<file path="src/rtl/terrain_pkg.sv">
// terrain_pkg: shared terrain memory geometry, column word type and carver FSM states.
//   COL_BITS  bits per terrain column word (bit i = screen row i, 1 = solid)
//   SCREEN_W  number of valid column addresses
//   R_W       crater radius width
//   RD_LAT    terrain read latency in clocks
package terrain_pkg;
    localparam int COL_BITS = 512;
    localparam int SCREEN_W = 640;
    localparam int R_W      = 6;
    localparam int RD_LAT   = 1;

    typedef logic [COL_BITS-1:0] column_t;

    typedef enum logic [2:0] {
        IDLE, SETUP, HCALC, READ, WAIT, WRITE, NEXT, DONE
    } carve_state_t;
endpackage

</file>
<file path="src/rtl/crater_mask_gen.sv">
// crater_mask_gen: combinational clear mask for one column, mask[i]=1 iff lo<=i<=hi.
//   lo    in   11        first row to clear (values >= COL_BITS yield an empty mask)
//   hi    in   11        last row to clear, already clipped to COL_BITS-1
//   mask  out  column_t  rows to clear
module crater_mask_gen
    import terrain_pkg::*;
(
    input  logic [10:0] lo,
    input  logic [10:0] hi,
    output column_t     mask
);
    // Ones from lo upward intersected with ones from hi downward; lo>hi leaves nothing.
    assign mask = ({COL_BITS{1'b1}} << lo) & ({COL_BITS{1'b1}} >> (11'(COL_BITS - 1) - hi));
endmodule

</file>
<file path="src/rtl/crater_carver.sv">
// crater_carver: carves a circular crater into the terrain bitmap by read-modify-write
// of each affected column, columns processed in ascending order.
//   clk          in   1         system clock
//   reset_n      in   1         asynchronous reset, active low
//   start        in   1         crater request, sampled only when idle
//   bomb_x       in   10        crater centre column
//   bomb_y       in   10        crater centre row
//   radius       in   R_W       crater radius in pixels
//   busy         out  1         high from the cycle after an accepted start through DONE
//   done         out  1         one-cycle completion pulse
//   mem_addr     out  10        terrain column address (read and write)
//   mem_rd_data  in   column_t  column word, valid RD_LAT clocks after mem_addr
//   mem_wr_data  out  column_t  modified column word
//   mem_we       out  1         write strobe, one cycle per written column
module crater_carver
    import terrain_pkg::*;
(
    input  logic           clk,
    input  logic           reset_n,
    input  logic           start,
    input  logic [9:0]     bomb_x,
    input  logic [9:0]     bomb_y,
    input  logic [R_W-1:0] radius,
    output logic           busy,
    output logic           done,
    output logic [9:0]     mem_addr,
    input  column_t        mem_rd_data,
    output column_t        mem_wr_data,
    output logic           mem_we
);
    carve_state_t       state;
    logic [9:0]         cx, cy;
    logic [R_W-1:0]     r, h, dx_mag;
    logic signed [11:0] dx, col, lo_s;
    logic [11:0]        hi_s;
    logic [12:0]        h_sq, dx_sq, r_sq;
    logic [10:0]        lo, hi;
    logic [3:0]         wcnt;
    column_t            mask;

    assign col    = $signed({2'b00, cx}) + dx;
    assign dx_mag = R_W'(dx[11] ? -dx : dx);
    // 13-bit squares: 63*63*2 = 7938 fits without truncation.
    assign h_sq   = 13'(h) * 13'(h);
    assign dx_sq  = 13'(dx_mag) * 13'(dx_mag);
    assign r_sq   = 13'(r) * 13'(r);
    assign lo_s   = $signed({2'b00, cy}) - $signed({6'b0, h});
    assign hi_s   = {2'b00, cy} + {6'b0, h};
    assign lo     = lo_s[11] ? 11'd0 : lo_s[10:0];
    assign hi     = (hi_s > 12'(COL_BITS - 1)) ? 11'(COL_BITS - 1) : hi_s[10:0];

    crater_mask_gen u_mask (
        .lo   (lo),
        .hi   (hi),
        .mask (mask)
    );

    always_ff @(posedge clk or negedge reset_n) begin
        if (!reset_n) begin
            state       <= IDLE;
            busy        <= 1'b0;
            done        <= 1'b0;
            mem_we      <= 1'b0;
            mem_addr    <= '0;
            mem_wr_data <= '0;
            cx          <= '0;
            cy          <= '0;
            r           <= '0;
            h           <= '0;
            dx          <= '0;
            wcnt        <= '0;
        end else begin
            mem_we <= 1'b0;
            done   <= 1'b0;
            case (state)
                IDLE: if (start) begin
                    cx    <= bomb_x;
                    cy    <= bomb_y;
                    r     <= radius;
                    dx    <= -$signed({6'b0, radius});
                    busy  <= 1'b1;
                    state <= SETUP;
                end
                SETUP: if (col[11] || col[10:0] >= 11'(SCREEN_W)) state <= NEXT;
                       else begin
                           h     <= r;
                           state <= HCALC;
                       end
                // Shrink the half-height until the point lies on or inside the circle.
                HCALC: if (h_sq + dx_sq > r_sq) h <= h - 1'b1;
                       else state <= READ;
                READ: begin
                    mem_addr <= col[9:0];
                    wcnt     <= '0;
                    state    <= WAIT;
                end
                // One cycle for the address to reach the memory, then RD_LAT cycles of latency;
                // the masked word is registered directly so WRITE presents it with mem_we.
                WAIT: if (wcnt == 4'(RD_LAT)) begin
                    mem_wr_data <= mem_rd_data & ~mask;
                    mem_we      <= 1'b1;
                    state       <= WRITE;
                end else wcnt <= wcnt + 1'b1;
                WRITE: state <= NEXT;
                NEXT: if (dx == $signed({6'b0, r})) begin
                    done  <= 1'b1;
                    state <= DONE;
                end else begin
                    dx    <= dx + 12'sd1;
                    state <= SETUP;
                end
                DONE: begin
                    busy  <= 1'b0;
                    state <= IDLE;
                end
                default: state <= IDLE;
            endcase
        end
    end
endmodule

</file>
<file path="config.mk">
export PLATFORM = sky130hd
export DESIGN_NAME = crater_carver
export DESIGN_NICKNAME = d
export VERILOG_FILES = /design/src/rtl/terrain_pkg.sv /design/src/rtl/crater_mask_gen.sv /design/src/rtl/crater_carver.sv
export SDC_FILE = /design/constraint.sdc
export NUM_CORES = 2
export LEC_CHECK = 0
export CAP_MARGIN = 20
export CORE_AREA = 2 2 418 420
export DETAILED_ROUTE_END_ITERATION = 10
export DIE_AREA = 0 0 420 422
export SLEW_MARGIN = 0
export SYNTH_ARGS = -nofsm -noshare
export SYNTH_HDL_FRONTEND = slang
export SYNTH_SLANG_ARGS = --single-unit
</file>
<file path="constraint.sdc">
create_clock -name clk -period 10.9 [get_ports clk]
set_clock_uncertainty 0.2 [all_clocks]
set_input_delay 2.18 -clock clk [delete_from_list [all_inputs] [get_ports clk]]
set_output_delay 2.18 -clock clk [all_outputs]
set_load 0.01 [all_outputs]
</file>
# Yosys cells after proc, flatten, opt, wreduce, memory -nomap -nowiden
# Cells that the tools add are included.
[classes] addsub=10 multipliers=3 n_lt_le_gt_ge=3 eq_ne=16 n_shift=2 n_mux=23 n_bitwise=3 n_reduce_logical=13
[op_table] operator="$and 512x512->512" n=2
[op_table] operator="$not 512->512" n=1
[op_table] operator="$shl 512x11->512 const A" n=1
[op_table] operator="$shr 512x11->512 const A" n=1
[op_table] operator="$mul 6x6->12" n=3
[op_table] operator="$mux 12" n=2
[op_table] operator="$pmux 12 s2" n=1
[op_table] operator="$pmux 3 s8" n=1
[op_table] operator="$mux 11" n=2
[op_table] operator="$mux 6" n=3
[op_table] operator="$mux 3" n=5
[op_table] operator="$ne 2x2->1 const B" n=7
[op_table] operator="$add 12x12->13" n=1
[op_table] operator="$gt 13x12->1" n=1
[op_table] operator="$add 11x12->12" n=1
[op_table] operator="$add 12x2->12 const B" n=1
[op_table] operator="$eq 12x7->1" n=1
[op_table] operator="$eq 3x3->1 const B" n=4
[op_table] operator="$neg 6->12" n=1
[op_table] operator="$pmux 6 s2" n=1
[op_table] operator="$add 10x6->11" n=1
[op_table] operator="$ge 11x10->1 const B" n=1
[op_table] operator="$gt 11x9->1 const B" n=1
[op_table] operator="$sub 10x6->11" n=1
[op_table] operator="16 further kinds" n=29
[totals] register_bits=576 output_inout_bits=525

# Depth between registers and ports, before layout
[depth] word_depth=8 ltp_mapped=32 mapped_depth_nobuf=30

# By module
# A second synthesis with hierarchy kept.
[unflattened] hier_cells=4805 area_unflattened_um2=38059.0
[by_module_without_submodules] module="crater_carver" instances=1 cells_each=2944 area_per_inst_um2=27801.7
[by_module_without_submodules] module="crater_mask_gen" instances=1 cells_each=1861 area_per_inst_um2=10257.3

# Worst setup path after synthesis
# Ideal clock, no wire load.
[synth_path] kind="reg-to-reg" startpoint="reg dx[0]" endpoint="reg h[1]" setup_ns=0.134 arrival_ns=6.936 t_required_ns=10.566 path_slack_ns=3.630 path_stages_with_launch=32 n_path_buf=2 synth_period_minus_slack_ns=7.270 cell_sequence="dfrtp_1 > clkbuf_1 > inv_1 > ha_1 > nand2_1 > nand2_1 > xor2_1 > nor2_1 > inv_1 > fa_1 > fa_1 > inv_1 > fa_1 > inv_1 > fa_1 > fa_1 > inv_1 > ha_1 > a21o_1 > a21oi_1 > o21bai_1 > a21oi_1 > o21ai_0 > xor2_1 > ha_1 > nand3_1 > nand3b_1 > a31o_2 > a31o_2 > clkbuf_1 > o211ai_1 > o21ai_0"
[synth_between] elab_chain_cells=7
[synth_lines] item="from (decl)" line_no="crater_carver.sv:34" text="logic signed [11:0] dx, col, lo_s;"
[synth_lines] item="from (signal assigned)" line_no="crater_carver.sv:80" text="dx <= -$signed({6'b0, radius});"
[synth_lines] item="from (signal assigned)" line_no="crater_carver.sv:109" text="dx <= dx + 12'sd1;"
[synth_lines] item="$neg 6->6" line_no="crater_carver.sv:42" text="assign dx_mag = R_W'(dx[11] ? -dx : dx);"
[synth_lines] item="$mux 6" line_no="crater_carver.sv:42"
[synth_lines] item="$mul 6x6->12" line_no="crater_carver.sv:45" text="assign dx_sq = 13'(dx_mag) * 13'(dx_mag);"
[synth_lines] item="$add 12x12->13" line_no="crater_carver.sv:90" text="HCALC: if (h_sq + dx_sq > r_sq) h <= h - 1'b1;"
[synth_lines] item="$gt 13x12->1" line_no="crater_carver.sv:90"
[synth_lines] item="$ne 2x2->1 (no source line)"
[synth_lines] item="$reduce_and 3->1 (no source line) *"
[synth_lines] item="to (signal assigned)" line_no="crater_carver.sv:86" text="h <= r;"
[synth_lines] item="to (signal assigned)" line_no="crater_carver.sv:90"
[synth_lines] item="to (decl)" line_no="crater_carver.sv:33" text="logic [R_W-1:0] r, h, dx_mag;"
# Every way passes the cells marked *; elsewhere a longest branch is shown, timed or not.
# A chain may end at the register's enable or synchronous reset.

# Final worst setup path
[layout_path] startpoint="reg dx[0]" endpoint="reg h[0]"
# The elaborated chain is that of the path after synthesis.

==> summary.md <==
| Metric | Value |
|---|---|
| Status | `completed` |
| Multi-input gate area | `0.0196 mm²` |
| Met3 WL | `28.8 mm` |
| Fin. max-slew vios | `0` |
| Ports | `1,066` |
| Largest net degree at the start of global routing | `159` |
| Layout Utilization | `30.2%` |
| GR Util All Layers | `32.8%` |
| FILL cells | `18,500` |
| Post-synth cell types | `93` |
| Post-synth EDFFs | `0` |
| Detailed Place HPWL | `233 mm` |
| Clock root buffer | `clkbuf_16` |
| Post-synthesis simple-gate area fraction | `16.9%` |
| First-pass GRT wire length | `391 mm` |
| TritonCTS Sinks | `576` |
| Vias in the first global route | `40,600` |
| Via density | `5.49` |
| Final setup viols | `0` |
| Final WS setup | `2850 ps` |
| Metal1 wirelength | `116 mm` |
| Critical Path RT | `11,310 ps` |
| Layout cells sized above 1 | `8.53%` |
| Worst R2R End | `h[0]$_DFFE_PN0P_` |
| Dpl ws | `2940 ps` |
| Routed wire length per instance | `39.6 µm` |
| First-pass iteration count of the detailed router | `6` |
| Max Cap Violations | `0` |
| TritonCTS buffer count | `78` |
| HP Class | `register to register` |
| Routed Wire Length | `300 mm` |
| FF-to-FF setup slack | `2850 ps` |
| Compound-Gate Fraction of Synth Area | `23.9%` |
| Multiplexer share of the synthesized area | `6.75%` |
| Port buffer count | `1,065` |
| Via count | `41,700` |
| Routed Antenna Nets | `0` |
| Yosys warns | `0` |
| Avg Inst Size Synth | `8.46 µm²` |
| Commonest non-fill, non-tap cell in the layout | `clkdlybuf4s50_1` |
| Fmax | `124 MHz` |
| Critical Path AT | `8450 ps` |
| Seq/Total Area, Yosys | `40.8%` |
| TNS Setup | `0 ps` |
| Skew-Pair Late Insertion Delay | `730 ps` |
| Max layer used | `met5` |
| RSZ-0062 raised after global routing | `no` |
| Height of the die | `422 µm` |
| Die ar. | `0.177 mm²` |
| Crit. Startpoint | `dx[0]$_DFFE_PN0P_` |
| Critical Path Source Type | `register` |
| Initial DRC Count | `4,974` |
| Placed Cells | `7,400` |
| Die W | `420 µm` |
| Number of synthesized register bits | `576` |
| Gr ovfl total | `0` |
| Largest family of logic cells by synthesized area | `compound AO/OA/AOI/OAI gates` |
| Crit path to | `h[0]$_DFFE_PN0P_` |
| Core ar. | `0.173 mm²` |
| Area Overhead vs Synth | `47.5%` |
| Nets | `5,833` |
| Clock tree buffer depth | `3` |
| Synth Net Count | `4,843` |
| Post-route insts no fill | `7,591` |
| Critical path class | `register to register` |
| Std-Cell Rows | `153` |
| Cells after Synth | `4,177` |
| Post-CTS Repair Setup Buffers | `0` |
| Antenna violations before repair | `74` |
| Area share of fa/ha/maj cells after synthesis | `5.38%` |
| XOR/XNOR Fraction of Synth Area | `1.40%` |
| DRC viols | `0` |
| Worst-path clk slew | `60 ps` |
| Most frequent cells in the layout | `1,064 x clkdlybuf4s50_1, 622 x nand2_1, 576 x dfrtp_1` |
| CTS tree | `done` |
| Initial Util | `20.5%` |
| Worst R2R Path Depth | `26` |
| Final Cycle Share | `73.8%` |
| CP endpoint kind | `register` |
| Hold_buf cts | `0` |
| H-tree depth | `3` |
| Reg area | `0.0144 mm²` |
| Wire length on met2 | `131 mm` |
| Post-CTS Resized | `0` |
| Ys async rst share | `100%` |
| Min Clock Period, post-route | `8050 ps` |
| GPL Wtd Cong | `1.04` |
| Top fanout value on the critical path | `15` |
| R2r startpoint | `dx[0]$_DFFE_PN0P_` |
| Slew @ Worst Pin | `1400 ps` |
| Fin. Hold Viols | `0` |
| Synth Cell Area | `0.0354 mm²` |
| Post-synth top flop | `dfrtp_1` |
| Headroom to the max-slew limit | `6.41%` |
[per-stage QoR]
| step | hold WS, ps | instance area [µm²] |
|---|---|---|
| after floorplan | 287 | 35400 |
| after global placement | 252 | 49100 |
| after detailed placement | 255 | 49200 |
| after CTS | 267 | 51900 |
| after global routing | 286 | 52100 |
| final | 262 | 52100 |
[cells by family after synthesis]
family | count (synthesis)
simple gates | 1415
compound gates | 1345
flops | 576
buf+inv | 426
mux | 235
fa+ha+maj | 125
xor+xnor | 55
[worst min path at each step]
| stage | slack [ps] | end | startpoint | cells after the start |
|---|---|---|---|---|
| after floorplan | 290 | cx[9]$_DFFE_PN0P_ | cx[9]$_DFFE_PN0P_ | 1 |
| after global placement | 250 | mem_wr_data[294]$_DFFE_PN0P_ | mem_wr_data[294]$_DFFE_PN0P_ | 2 |
| after detailed placement | 250 | mem_wr_data[294]$_DFFE_PN0P_ | mem_wr_data[294]$_DFFE_PN0P_ | 2 |
| after CTS | 270 | mem_wr_data[294]$_DFFE_PN0P_ | mem_wr_data[294]$_DFFE_PN0P_ | 2 |
| after global routing | 290 | mem_wr_data[294]$_DFFE_PN0P_ | mem_wr_data[294]$_DFFE_PN0P_ | 2 |
| final | 260 | mem_wr_data[294]$_DFFE_PN0P_ | mem_wr_data[294]$_DFFE_PN0P_ | 2 |
[critical path, cell delays in order, from the launching register on]
cell and delay, ps:
dfrtp_1 690, or3_1 220, nand2_1 80, xnor2_1 550, inv_1 210, or2_2 370, fa_1 490, fa_1 560
inv_1 60, fa_1 560, inv_1 60, fa_1 520, fa_1 550, inv_1 70, fa_1 460, a21oi_1 240
o21bai_1 100, xor2_1 150, ha_1 290, and3_1 210, nand3_1 90, o211a_1 210, o21ai_0 160, a31o_2 240
a31o_2 260, nor2_1 70, a221o_1 260
[cell usage after synthesis (20+ instances only)]
| master | number | share of area (%) |
|---|---|---|
| nand2_1 | 627 | 6.7 |
| dfrtp_1 | 576 | 41 |
| nor2_1 | 477 | 5.1 |
| a21oi_1 | 463 | 6.6 |
| o21ai_0 | 300 | 4.2 |
| clkbuf_1 | 224 | 2.4 |
| mux2i_1 | 208 | 5.9 |
| a221oi_1 | 151 | 3.7 |
| nor3_1 | 147 | 2.1 |
| inv_1 | 111 | 1.2 |
| ha_1 | 80 | 2.8 |
| a31oi_1 | 75 | 1.3 |
| a211oi_1 | 74 | 1.6 |
| buf_2 | 59 | 0.84 |
| fa_1 | 45 | 2.5 |
| o21ai_1 | 45 | 0.64 |
| nand3_1 | 41 | 0.58 |
| mux2_2 | 27 | 0.86 |
| xnor2_1 | 27 | 0.67 |
| xor2_1 | 26 | 0.64 |
| o311ai_0 | 23 | 0.57 |
| a22oi_1 | 22 | 0.47 |
| buf_1 | 20 | 0.21 |
[layer usage]
metal / track usage (%) / up-vias
li1: - / 17000
met1: 39.3 / 21000
met2: 49.8 / 2813
met3: 10.3 / 811
met4: 22.8 / 34
met5: 0.191 / -
[cell type report]
cell class / instances / share of cell area (%)
Antenna cell: 36 / 0.173
Clock buffer: 107 / 4.28
Clock inverter: 36 / 0.948
Inverter: 113 / 0.828
Multi-Input combinational cell: 3175 / 37.6
Sequential cell: 576 / 27.6
Tap cell: 2325 / 5.58
Timing Repair Buffer: 1223 / 23.0
[flip-flops by register name (all words and copies together) (netlist names), 3 cells and up]
name / count
mem_wr_data: 512
dx: 12
cx: 10
cy: 10
mem_addr: 10
h: 6
r: 6
wcnt: 4
state: 3
Power is left out: the tool's default activity adds up to more than one toggle a clock period on the data nets, which glitch-free logic cannot reach.
